**src/rtl/fifo_mem_ctrl_if.sv**
```systemverilog
// rtl/fifo_mem_ctrl_if.sv - producer, consumer and memory-port bundle for fifo_mem_ctrl
interface fifo_mem_ctrl_if #(
  parameter int DATA_WIDTH = 8,
  parameter int ADDR_WIDTH = 10
);
  logic                  in_valid;
  logic                  in_ready;
  logic [DATA_WIDTH-1:0] in_data;
  logic                  out_valid;
  logic                  out_ready;
  logic [DATA_WIDTH-1:0] out_data;
  logic                  mem_write_en;
  logic [ADDR_WIDTH-1:0] mem_write_addr;
  logic [DATA_WIDTH-1:0] mem_write_data;
  logic                  mem_read_en;
  logic [ADDR_WIDTH-1:0] mem_read_addr;
  logic [DATA_WIDTH-1:0] mem_read_data;

  // slave is the controller's view; master is the producer/consumer/memory side
  modport slave (
    input  in_valid, in_data, out_ready, mem_read_data,
    output in_ready, out_valid, out_data,
    output mem_write_en, mem_write_addr, mem_write_data, mem_read_en, mem_read_addr
  );

  modport master (
    output in_valid, in_data, out_ready, mem_read_data,
    input  in_ready, out_valid, out_data,
    input  mem_write_en, mem_write_addr, mem_write_data, mem_read_en, mem_read_addr
  );
endinterface

```
**src/rtl/fifo_mem_ctrl.sv**
```systemverilog
// rtl/fifo_mem_ctrl.sv - FWFT FIFO pointer/flow engine around a dual-port memory
// A two-entry output buffer hides the one-cycle memory read latency.
module fifo_mem_ctrl #(
  parameter int DATA_WIDTH = 8,
  parameter int ADDR_WIDTH = 10
) (
  input  logic                  clk,
  input  logic                  rst,
  input  logic                  flush,
  output logic [ADDR_WIDTH+1:0] count,
  fifo_mem_ctrl_if.slave        bus_io
);
  localparam logic [ADDR_WIDTH:0] DEPTH = {1'b1, {ADDR_WIDTH{1'b0}}};

  logic [ADDR_WIDTH-1:0] wr_ptr_q, wr_ptr_d;
  logic [ADDR_WIDTH-1:0] rd_ptr_q, rd_ptr_d;
  logic [ADDR_WIDTH:0]   mem_count_q, mem_count_d;
  logic                  rd_pend_q, rd_pend_d;
  logic [1:0]            occ_q, occ_d, occ_s;
  logic [DATA_WIDTH-1:0] obuf0_q, obuf0_d;
  logic [DATA_WIDTH-1:0] obuf1_q, obuf1_d;
  logic                  clr, push, pop, issue;
  logic [2:0]            slots;

  always_comb begin
    clr   = rst || flush;
    push  = bus_io.in_valid && (mem_count_q < DEPTH) && !clr;
    pop   = (occ_q != 2'd0) && bus_io.out_ready && !clr;
    // buffer slots that will be committed after this edge; issue only if one stays free
    slots = {1'b0, occ_q} + {2'b00, rd_pend_q} - {2'b00, pop};
    issue = (mem_count_q != '0) && (slots < 3'd2) && !clr;
  end

  assign bus_io.in_ready       = (mem_count_q < DEPTH) && !clr;
  assign bus_io.out_valid      = (occ_q != 2'd0);
  assign bus_io.out_data       = obuf0_q;
  assign bus_io.mem_write_en   = push;
  assign bus_io.mem_write_addr = wr_ptr_q;
  assign bus_io.mem_write_data = bus_io.in_data;
  assign bus_io.mem_read_en    = issue;
  assign bus_io.mem_read_addr  = rd_ptr_q;

  assign count = (ADDR_WIDTH+2)'(mem_count_q) + (ADDR_WIDTH+2)'(rd_pend_q)
               + (ADDR_WIDTH+2)'(occ_q);

  always_comb begin
    wr_ptr_d    = wr_ptr_q + ADDR_WIDTH'(push);
    rd_ptr_d    = rd_ptr_q + ADDR_WIDTH'(issue);
    mem_count_d = mem_count_q + (ADDR_WIDTH+1)'(push) - (ADDR_WIDTH+1)'(issue);
    rd_pend_d   = issue;
    obuf0_d     = obuf0_q;
    obuf1_d     = obuf1_q;
    occ_s       = occ_q;
    if (pop) begin
      obuf0_d = obuf1_q;
      occ_s   = occ_q - 2'd1;
    end
    occ_d = occ_s;
    // returning read lands in the lowest slot left free after the shift
    if (rd_pend_q) begin
      if (occ_s == 2'd0) begin
        obuf0_d = bus_io.mem_read_data;
      end else begin
        obuf1_d = bus_io.mem_read_data;
      end
      occ_d = occ_s + 2'd1;
    end
  end

  always_ff @(posedge clk) begin
    if (rst) begin
      wr_ptr_q    <= '0;
      rd_ptr_q    <= '0;
      mem_count_q <= '0;
      rd_pend_q   <= 1'b0;
      occ_q       <= 2'd0;
      obuf0_q     <= '0;
      obuf1_q     <= '0;
    end else if (flush) begin
      wr_ptr_q    <= '0;
      rd_ptr_q    <= '0;
      mem_count_q <= '0;
      rd_pend_q   <= 1'b0;
      occ_q       <= 2'd0;
    end else begin
      wr_ptr_q    <= wr_ptr_d;
      rd_ptr_q    <= rd_ptr_d;
      mem_count_q <= mem_count_d;
      rd_pend_q   <= rd_pend_d;
      occ_q       <= occ_d;
      obuf0_q     <= obuf0_d;
      obuf1_q     <= obuf1_d;
    end
  end
endmodule

```
**src/flat_wrapper.sv**
```systemverilog
// flat-port wrapper written by rule: the top's interface ports become plain ports
module fifo_mem_ctrl_flat 
#(
  parameter int DATA_WIDTH = 8,
  parameter int ADDR_WIDTH = 10
)
  (clk, rst, flush, count, bus_io_in_valid, bus_io_in_data, bus_io_out_ready, bus_io_mem_read_data, bus_io_in_ready, bus_io_out_valid, bus_io_out_data, bus_io_mem_write_en, bus_io_mem_write_addr, bus_io_mem_write_data, bus_io_mem_read_en, bus_io_mem_read_addr);
  fifo_mem_ctrl_if #(.DATA_WIDTH(DATA_WIDTH), .ADDR_WIDTH(ADDR_WIDTH)) bus_io_i ();
  input  logic clk;
  input  logic rst;
  input  logic flush;
  output logic [ADDR_WIDTH+1:0] count;
  input wire logic [$bits(bus_io_i.in_valid)-1:0] bus_io_in_valid;
  input wire logic [$bits(bus_io_i.in_data)-1:0] bus_io_in_data;
  input wire logic [$bits(bus_io_i.out_ready)-1:0] bus_io_out_ready;
  input wire logic [$bits(bus_io_i.mem_read_data)-1:0] bus_io_mem_read_data;
  output wire logic [$bits(bus_io_i.in_ready)-1:0] bus_io_in_ready;
  output wire logic [$bits(bus_io_i.out_valid)-1:0] bus_io_out_valid;
  output wire logic [$bits(bus_io_i.out_data)-1:0] bus_io_out_data;
  output wire logic [$bits(bus_io_i.mem_write_en)-1:0] bus_io_mem_write_en;
  output wire logic [$bits(bus_io_i.mem_write_addr)-1:0] bus_io_mem_write_addr;
  output wire logic [$bits(bus_io_i.mem_write_data)-1:0] bus_io_mem_write_data;
  output wire logic [$bits(bus_io_i.mem_read_en)-1:0] bus_io_mem_read_en;
  output wire logic [$bits(bus_io_i.mem_read_addr)-1:0] bus_io_mem_read_addr;
  assign bus_io_i.in_valid = bus_io_in_valid;
  assign bus_io_i.in_data = bus_io_in_data;
  assign bus_io_i.out_ready = bus_io_out_ready;
  assign bus_io_i.mem_read_data = bus_io_mem_read_data;
  assign bus_io_in_ready = bus_io_i.in_ready;
  assign bus_io_out_valid = bus_io_i.out_valid;
  assign bus_io_out_data = bus_io_i.out_data;
  assign bus_io_mem_write_en = bus_io_i.mem_write_en;
  assign bus_io_mem_write_addr = bus_io_i.mem_write_addr;
  assign bus_io_mem_write_data = bus_io_i.mem_write_data;
  assign bus_io_mem_read_en = bus_io_i.mem_read_en;
  assign bus_io_mem_read_addr = bus_io_i.mem_read_addr;
  fifo_mem_ctrl #(.DATA_WIDTH(DATA_WIDTH), .ADDR_WIDTH(ADDR_WIDTH)) u_core (.clk(clk), .rst(rst), .flush(flush), .count(count), .bus_io(bus_io_i));
endmodule
```
**config.mk**
```make
export PLATFORM = sky130hd
export DESIGN_NAME = fifo_mem_ctrl_flat
export DESIGN_NICKNAME = d
export VERILOG_FILES = /design/src/rtl/fifo_mem_ctrl_if.sv /design/src/rtl/fifo_mem_ctrl.sv /design/src/flat_wrapper.sv
export SDC_FILE = /design/constraint.sdc
export NUM_CORES = 1
export LEC_CHECK = 0
export BUFFER_PORTS_ARGS = -buffer_cell sky130_fd_sc_hd__buf_4
export CAP_MARGIN = 20
export CORE_MARGIN = 5
export CORE_UTILIZATION = 54
export CTS_CLUSTER_DIAMETER = 100
export DETAILED_ROUTE_END_ITERATION = 7
export PLACE_DENSITY = 0.88
export SYNTH_ARGS = -nofsm -noshare
export SYNTH_HDL_FRONTEND = slang
export SYNTH_SLANG_ARGS = --single-unit
```
**constraint.sdc**
```tcl
create_clock -name clk -period 5.1 [get_ports clk]
set_clock_uncertainty 0.2 [all_clocks]
set_input_delay 0.51 -clock clk [delete_from_list [all_inputs] [get_ports clk]]
set_output_delay 0.51 -clock clk [all_outputs]
set_load 0.02 [all_outputs]
```
==> results of run 1 <==
-- power groups by stage --
stage	combinational (mW)	clock, mW	sequential, mW
after floorplan	0.561	0	0.491
final	0.768	0.255	0.484
after global placement	0.735	0	0.492
after detailed placement	0.764	0	0.492
after CTS	0.767	0.264	0.484
after global routing	0.857	0.281	0.491
-- area by class of cell --
cell class | instances | area, sq um
Clock buffer | 7 | 96.34
Multi-Input combinational cell | 250 | 1852
Inverter | 32 | 120.1
Clock inverter | 1 | 8.758
Fill cell | 477 | 1929
Timing Repair Buffer | 59 | 442.9
Sequential cell | 50 | 1001
Tap cell | 72 | 90.09
-- stage by stage --
step	power, mW	hold slack (ps)
floorplan	1.052	245.2
global placement	1.227	273.1
detailed placement	1.257	277.8
CTS	1.515	250.8
global route	1.629	270.8
finish	1.508	258.5
-- worst max-delay path, stage by stage (launching register included) --
cell and delay (ps):
dfxtp_1 530, inv_1 90, ha_1 220, nor4b_2 300, ha_1 280, nand2b_1 160, fa_1 380, xnor2_1 160
nand3_1 110, nor2_1 220, ha_1 270, inv_1 50, ha_1 200, fa_1 270, a211oi_1 110, o31a_1 290
o41ai_1 390, mux2i_1 220
-- cells in the mapped netlist (all sizes together) (3+ instances only) --
cell type and number:
xnor2 15, and2 6, inv 32, nand4 7
nor2b 4, clkbuf 6, buf 13, nand2 15
a211o 3, ha 31, and3 6, nand2b 4
o211ai 3, a211oi 12, nor2 45, fa 4
dfxtp 50, mux2i 11, a21oi 6, xor2 15
a2111oi 10, o21ai 5, nand3 11, nor4 3
nor3 12, or3 4
-- sequential cells by signal, indices dropped and copies added, names as in the netlist --
register / flops
u_core.bus_io.mem_read_addr: 10
u_core.bus_io.mem_write_addr: 10
u_core.rd_pend_q: 1
u_core.obuf1_q: 8
u_core.bus_io.out_data: 8
u_core.mem_count_q: 11
u_core.occ_q: 2
-- worst max-delay path by stage --
| stage | to | from |
|---|---|---|
| 4_1_cts | u_core.mem_count_q[8] | u_core.occ_q[1] |
| 3_5_place_dp | u_core.mem_count_q[8] | u_core.occ_q[1] |
| 5_1_grt | u_core.mem_count_q[8] | u_core.occ_q[1] |
| 6_report | u_core.mem_count_q[8] | u_core.occ_q[1] |
| 2_1_floorplan | u_core.mem_count_q[8] | u_core.occ_q[1] |
| 3_3_place_gp | u_core.mem_count_q[8] | u_core.occ_q[1] |
-- logic make-up (layout without fill, tap and decap cells) --
group	after synthesis	after routing	share of synthesized area [%]
xor gates and xnor gates	30	30	8.533
buffers and inverters	51	99	7.355
adders and majority gates	35	35	15.20
DFF	50	50	32.51
AOI/OAI and AO/OA	49	49	12.07
and+or+nand+nor	125	125	20.76
muxes	11	11	3.576
-- per-layer routing --
metal	GRT usage, %	wire (um)	up-vias
met2	32.98	3342	79
met5	0	0	-
li1	-	-	1312
met4	6.331	78	0
met3	4.419	488	8
met1	21.64	2795	1225
==> key figures, run 1 <==
Routing
  – Drt wl/cell: 14.24 um
  – Post-route DRC: 0
  – Routed vias/inst: 5.571
  – Routed vias: 2624
  – First-pass iteration count of the detailed router: 4
  – Iteration-0 DRC Markers: 107
  – Final ANT Viol Nets: 0
  – Final WL: ~6700 um

CTS
  – Post-CTS Setup Inserts: 0
  – Cts-stage hold buffer count: 0
  – CTS max path bufs: 2
  – Clock root buffer: clkbuf_8
  – Clock sinks: 50
  – Clk pin slew, worst setup/hold paths: 90 ps
  – Cts bufs inserted: 5
  – Worst-skew pair later-pin latency: 300 ps
  – CTS tree: done
  – PostCTS Resize Cnt: 0
  – H-tree levels: 2

Final layout
  – Most common cell after layout, fill and taps aside: buf_4
  – Design area: 3611 sq um
  – Layout Cells excl Fill: 471
  – Diode count: 0
  – Share of cells above drive strength 1: 17.79%
  – Final net count: 454
  – Commonest non-fill, non-tap cells in the layout: 59 x buf_4, 50 x dfxtp_1, 45 x nor2_1
  – Layout Utilization: 65.18%
  – Area Growth Syn to Fin: 17.27%

Placement
  – # port buffers: 56
  – Cell area after placement: 3506 sq um
  – Post-Place Worst Slack: 608.2 ps
  – Placer congestion estimate: 0.8939
  – Placed cell count: ~460
  – DP HPWL: 5209 um

Power
  – Pwr dens: 417.5 nW/um^2
  – P_sw: 0.6148 mW
  – Sequential share of power: approximately a third
  – Comb power frac: 50.9%
  – Share of total power in the clock network: 16.9%
  – Worst vdd ir: 0.2214 mV
  – Sw frac: 40.78%
  – P_int: 0.8928 mW
  – Leak: roughly 1.6 nW

Yosys
  – Post-synth EDFFs: 0
  – Synth Register Bits: 50
  – Netlist cell types: 44
  – Syn nets: 407
  – Largest cells by area after synthesis: dfxtp_1 33%, ha_1 13%, nor2_1 5.5%
  – Largest area contributor in the netlist: dfxtp_1
  – Post-Syn Area per Cell: 8.773 sq um
  – Post-Synthesis Cells: ~350
  – FFs w/ async S/R, synth: 0%
  – Synth warnings: 0
  – Mapped cell area: 3079 sq um
  – Sequential area share after synthesis: 32.51%
  – Top cell type's share of synthesized area: 32.51%
  – Post-synth top flop: dfxtp_1

Die
  – I/O pin total: 73
  – DIE WIDTH: 85.52 um
  – Num rows: 27
  – Die area: 7313 sq um
  – Core area: approximately 5500 sq um
  – Initial Util: 55.58%
  – DIE HEIGHT: 85.52 um

Critical path
  – Crit path max fanout: 7
  – Register-to-register setup slack: about 590 ps
  – Crit Path Class: register to register
  – R2R Path Start: u_core.occ_q[1]
  – Crit start category: register
  – Critical path capture point type: register
  – CP required: 5140 ps
  – R2r worst-path depth: 17
  – Worst r2r dst: u_core.mem_count_q[8]
  – Crit path DAT: 4540 ps

Hold path
  – Worst min-delay path startpoint: bus_io_mem_read_data[4]
  – HP Class: primary input to register
  – Hold depth: 3
  – Hold path endpoint: u_core.obuf1_q[4]

Timing
  – Slew headroom: about 63%
  – Final slew viol count: 0
  – Final min period: 4505 ps
  – RSZ-0062 raised after global routing: false
  – Number of hold violations in the final report: 0
  – Setup-failing EPs final: 0
  – Setup WS post-layout: 594.7 ps
  – Fmax: 222.0 MHz
  – Setup TNS after final layout: 0 ps
  – Period utilization: around 90%
  – Worst slew pin tran: 556.5 ps

GRT
  – First-pass GRT wire length: 11190 um
  – Antenna violations before repair: 0
  – Largest net degree at the start of global routing: 28
  – Total track usage: 18.51%
  – Gr ovfl total: 0
  – Vias in the first global route: 2578

Run
  – Max_cap viols: 0

Run status
  – Status: finished clean
No activity file was read; power rests on OpenSTA's default activity.
==> run 2, diff against run 1 <==
--- a/config.mk
+++ b/config.mk
@@ -12,6 +12,7 @@
 export CTS_CLUSTER_DIAMETER = 100
 export DETAILED_ROUTE_END_ITERATION = 7
 export PLACE_DENSITY = 0.88
+export RECOVER_POWER = 50
 export SYNTH_ARGS = -nofsm -noshare
 export SYNTH_HDL_FRONTEND = slang
 export SYNTH_SLANG_ARGS = --single-unit
==> run 2 against run 1 <==
Worst setup slack lost 1.4 ps. Clock power is essentially flat. Wire length up 0.45%. Flip-flop and latch count unchanged. Via count decreased by 0.30%. Sequential share of layout area increased by 1.0 points. Worst hold slack gained 0.63 ps. Die area unchanged. Sequential power barely moved. Global-route usage unchanged. Critical endpoint unchanged. Combinational power fell by 2%.
==> key figures, run 2 (synthesis results as in run 1) <==
Run status
  – Status: finished clean (unchanged)

Run
  – Max_cap viols: 0 (unchanged)

Final layout
  – Area Growth Syn to Fin: 13.12% (was 17.27%)
  – Diode count: 0 (unchanged)
  – Commonest non-fill, non-tap cells in the layout: 50 x dfxtp_1, 45 x nor2_1, 34 x clkbuf_1 (was 59 x buf_4, 50 x dfxtp_1, 45 x nor2_1)
  – Fillcell total: 486 (was 477)
  – Layout Utilization: 62.87% (was 65.18%)
  – Reg area: 1001 sq um (unchanged)
  – Final net count: 454 (unchanged)
  – Share of cells above drive strength 1: 9.273% (was 17.79%)
  – Most common cell after layout, fill and taps aside: dfxtp_1 (was buf_4)
  – Largest register FFs: 11 (unchanged)
  – Layout Cells excl Fill: 471 (unchanged)
  – Multi-input logic area: 1852 sq um (unchanged)
  – Top reg by flops: u_core.mem_count_q (unchanged)

GRT
  – Largest net degree at the start of global routing: 28 (unchanged)
  – First-pass GRT wire length: 11190 um (unchanged)
  – Gr ovfl total: 0 (unchanged)
  – Vias in the first global route: 2578 (unchanged)
  – Total track usage: 18.51% (unchanged)
  – Antenna violations before repair: 0 (unchanged)

Critical path
  – Crit path DAT: 4550 ps (was 4540 ps)
  – CP required: 5140 ps (about the same)
  – Crit path max fanout: 7 (unchanged)
  – Crit Path Class: register to register (unchanged)
  – Crit start category: register (unchanged)
  – Critical path capture point type: register (unchanged)

Die
  – Num rows: 27 (unchanged)
  – DIE WIDTH: 85.52 um (unchanged)
  – Die area: 7313 sq um (unchanged)
  – Initial Util: 55.58% (unchanged)
  – Core area: 5540 sq um (unchanged)
  – I/O pin total: 73 (unchanged)
  – DIE HEIGHT: 85.52 um (unchanged)

CTS
  – CTS tree: done (unchanged)
  – PostCTS Resize Cnt: 0 (unchanged)
  – Clk pin slew, worst setup/hold paths: 90 ps (about the same)
  – H-tree levels: 2 (unchanged)
  – Worst-skew pair later-pin latency: 300 ps (about the same)
  – Cts-stage hold buffer count: 0 (unchanged)
  – Clock sinks: 50 (unchanged)
  – CTS max path bufs: 2 (unchanged)
  – Cts bufs inserted: 5 (unchanged)
  – Post-CTS Setup Inserts: 0 (unchanged)
  – Clock root buffer: clkbuf_8 (unchanged)

Timing
  – Fmax: 221.9 MHz (was 222.0 MHz)
  – Number of hold violations in the final report: 0 (unchanged)
  – Worst slew pin tran: 988.8 ps (was 556.5 ps)
  – Final min period: 4507 ps (was 4505 ps)
  – Slew headroom: 34.08% (was 62.56%)
  – RSZ-0062 raised after global routing: false (unchanged)
  – Final slew viol count: 0 (unchanged)
  – Setup TNS after final layout: 0 ps (unchanged)
  – Period utilization: 88.37% (was 88.34%)
  – Setup-failing EPs final: 0 (unchanged)
  – Hold slack: 259.1 ps (was 258.5 ps)

Power
  – Pwr dens: 429.0 nW/um^2 (was 417.5 nW/um^2)
  – Sequential share of power: 32.4% (was 32.1%)
  – Leak: 1.446 nW (was 1.589 nW)
  – P_sw: 0.6155 mW (was 0.6148 mW)
  – Share of total power in the clock network: 17.1% (was 16.9%)
  – Comb power frac: 50.5% (was 50.9%)
  – Worst vdd ir: 0.2194 mV (was 0.2214 mV)
  – Total Power: 1.494 mW (was 1.508 mW)
  – P_int: 0.8788 mW (was 0.8928 mW)
  – Sw frac: 41.19% (was 40.78%)

Placement
  – Placed cell count: 463 (unchanged)
  – Placer congestion estimate: 0.8939 (unchanged)
  – DP HPWL: 5209 um (unchanged)
  – # port buffers: 56 (unchanged)

Routing
  – First-pass iteration count of the detailed router: 4 (unchanged)
  – Post-route DRC: 0 (unchanged)
  – Drt wl/cell: 14.30 um (was 14.24 um)
  – Final WL: 6735 um (was 6705 um)
  – Iteration-0 DRC Markers: 86 (was 107)
  – Routed vias: 2616 (was 2624)
  – Routed vias/inst: 5.554 (was 5.571)
  – Final ANT Viol Nets: 0 (unchanged)

Hold path
  – HP Class: primary input to register (unchanged)
-- run 2: cell types whose count changed in the layout (fill, tap and decap cells not counted) --
cell	before	now
clkbuf_1	0	34
buf_4	59	25
or2_0	0	1
or2_1	1	0
-- run 2: power groups by stage --
stage / combinational (mW) / sequential, mW / clock [mW]
finish: 0.754 / 0.484 / 0.256
global route: 0.844 / 0.491 / 0.281
CTS: 0.767 / 0.484 / 0.264
detailed placement: 0.764 / 0.492 / 0
global placement: 0.735 / 0.492 / 0
floorplan: 0.561 / 0.491 / 0
-- run 2: critical path: stages (launching register included) --
cell and delay [ps]:
dfxtp_1 530, inv_1 90, ha_1 220, nor4b_2 300
ha_1 280, nand2b_1 160, fa_1 380, xnor2_1 160
nand3_1 110, nor2_1 220, ha_1 270, inv_1 50
ha_1 200, fa_1 270, a211oi_1 110, o31a_1 290
o41ai_1 390, mux2i_1 220
-- run 2: cell type report --
cell class / count / area share, %
Clock inverter: 1 / 0.2514
Timing Repair Buffer: 59 / 9.052
Clock buffer: 7 / 2.766
Tap cell: 72 / 2.586
Sequential cell: 50 / 28.74
Multi-Input combinational cell: 250 / 53.16
Inverter: 32 / 3.448
-- run 2: worst paths after layout --
check / from / to / slack (ps) / cells past startpoint
setup / recovery: u_core.occ_q[1] / u_core.mem_count_q[8] / 590 / 17
hold / removal: bus_io_mem_read_data[4] / u_core.obuf1_q[4] / 260 / 3
setup reg to reg: u_core.occ_q[1] / u_core.mem_count_q[8] / 590 / 17
hold reg to reg: u_core.bus_io.out_data[7] / u_core.bus_io.out_data[7] / 300 / 2
-- run 2: stage by stage --
step / instance area [sq um] / setup WS (ps)
floorplan: 3079 / 514.3
global placement: 3506 / 834.0
detailed placement: 3506 / 608.2
CTS: 3611 / 598.0
global route: 3483 / 214.5
finish: 3483 / 593.4
-- run 2: metal layers --
layer  part of all wire (%)  global-route usage [%]  routed length, um
met1                     43                   21.64               2895
met4                    1.0                   6.331                 68
met5                      0                       0                  0
met3                    6.5                   4.419                435
met2                     50                   32.98               3336
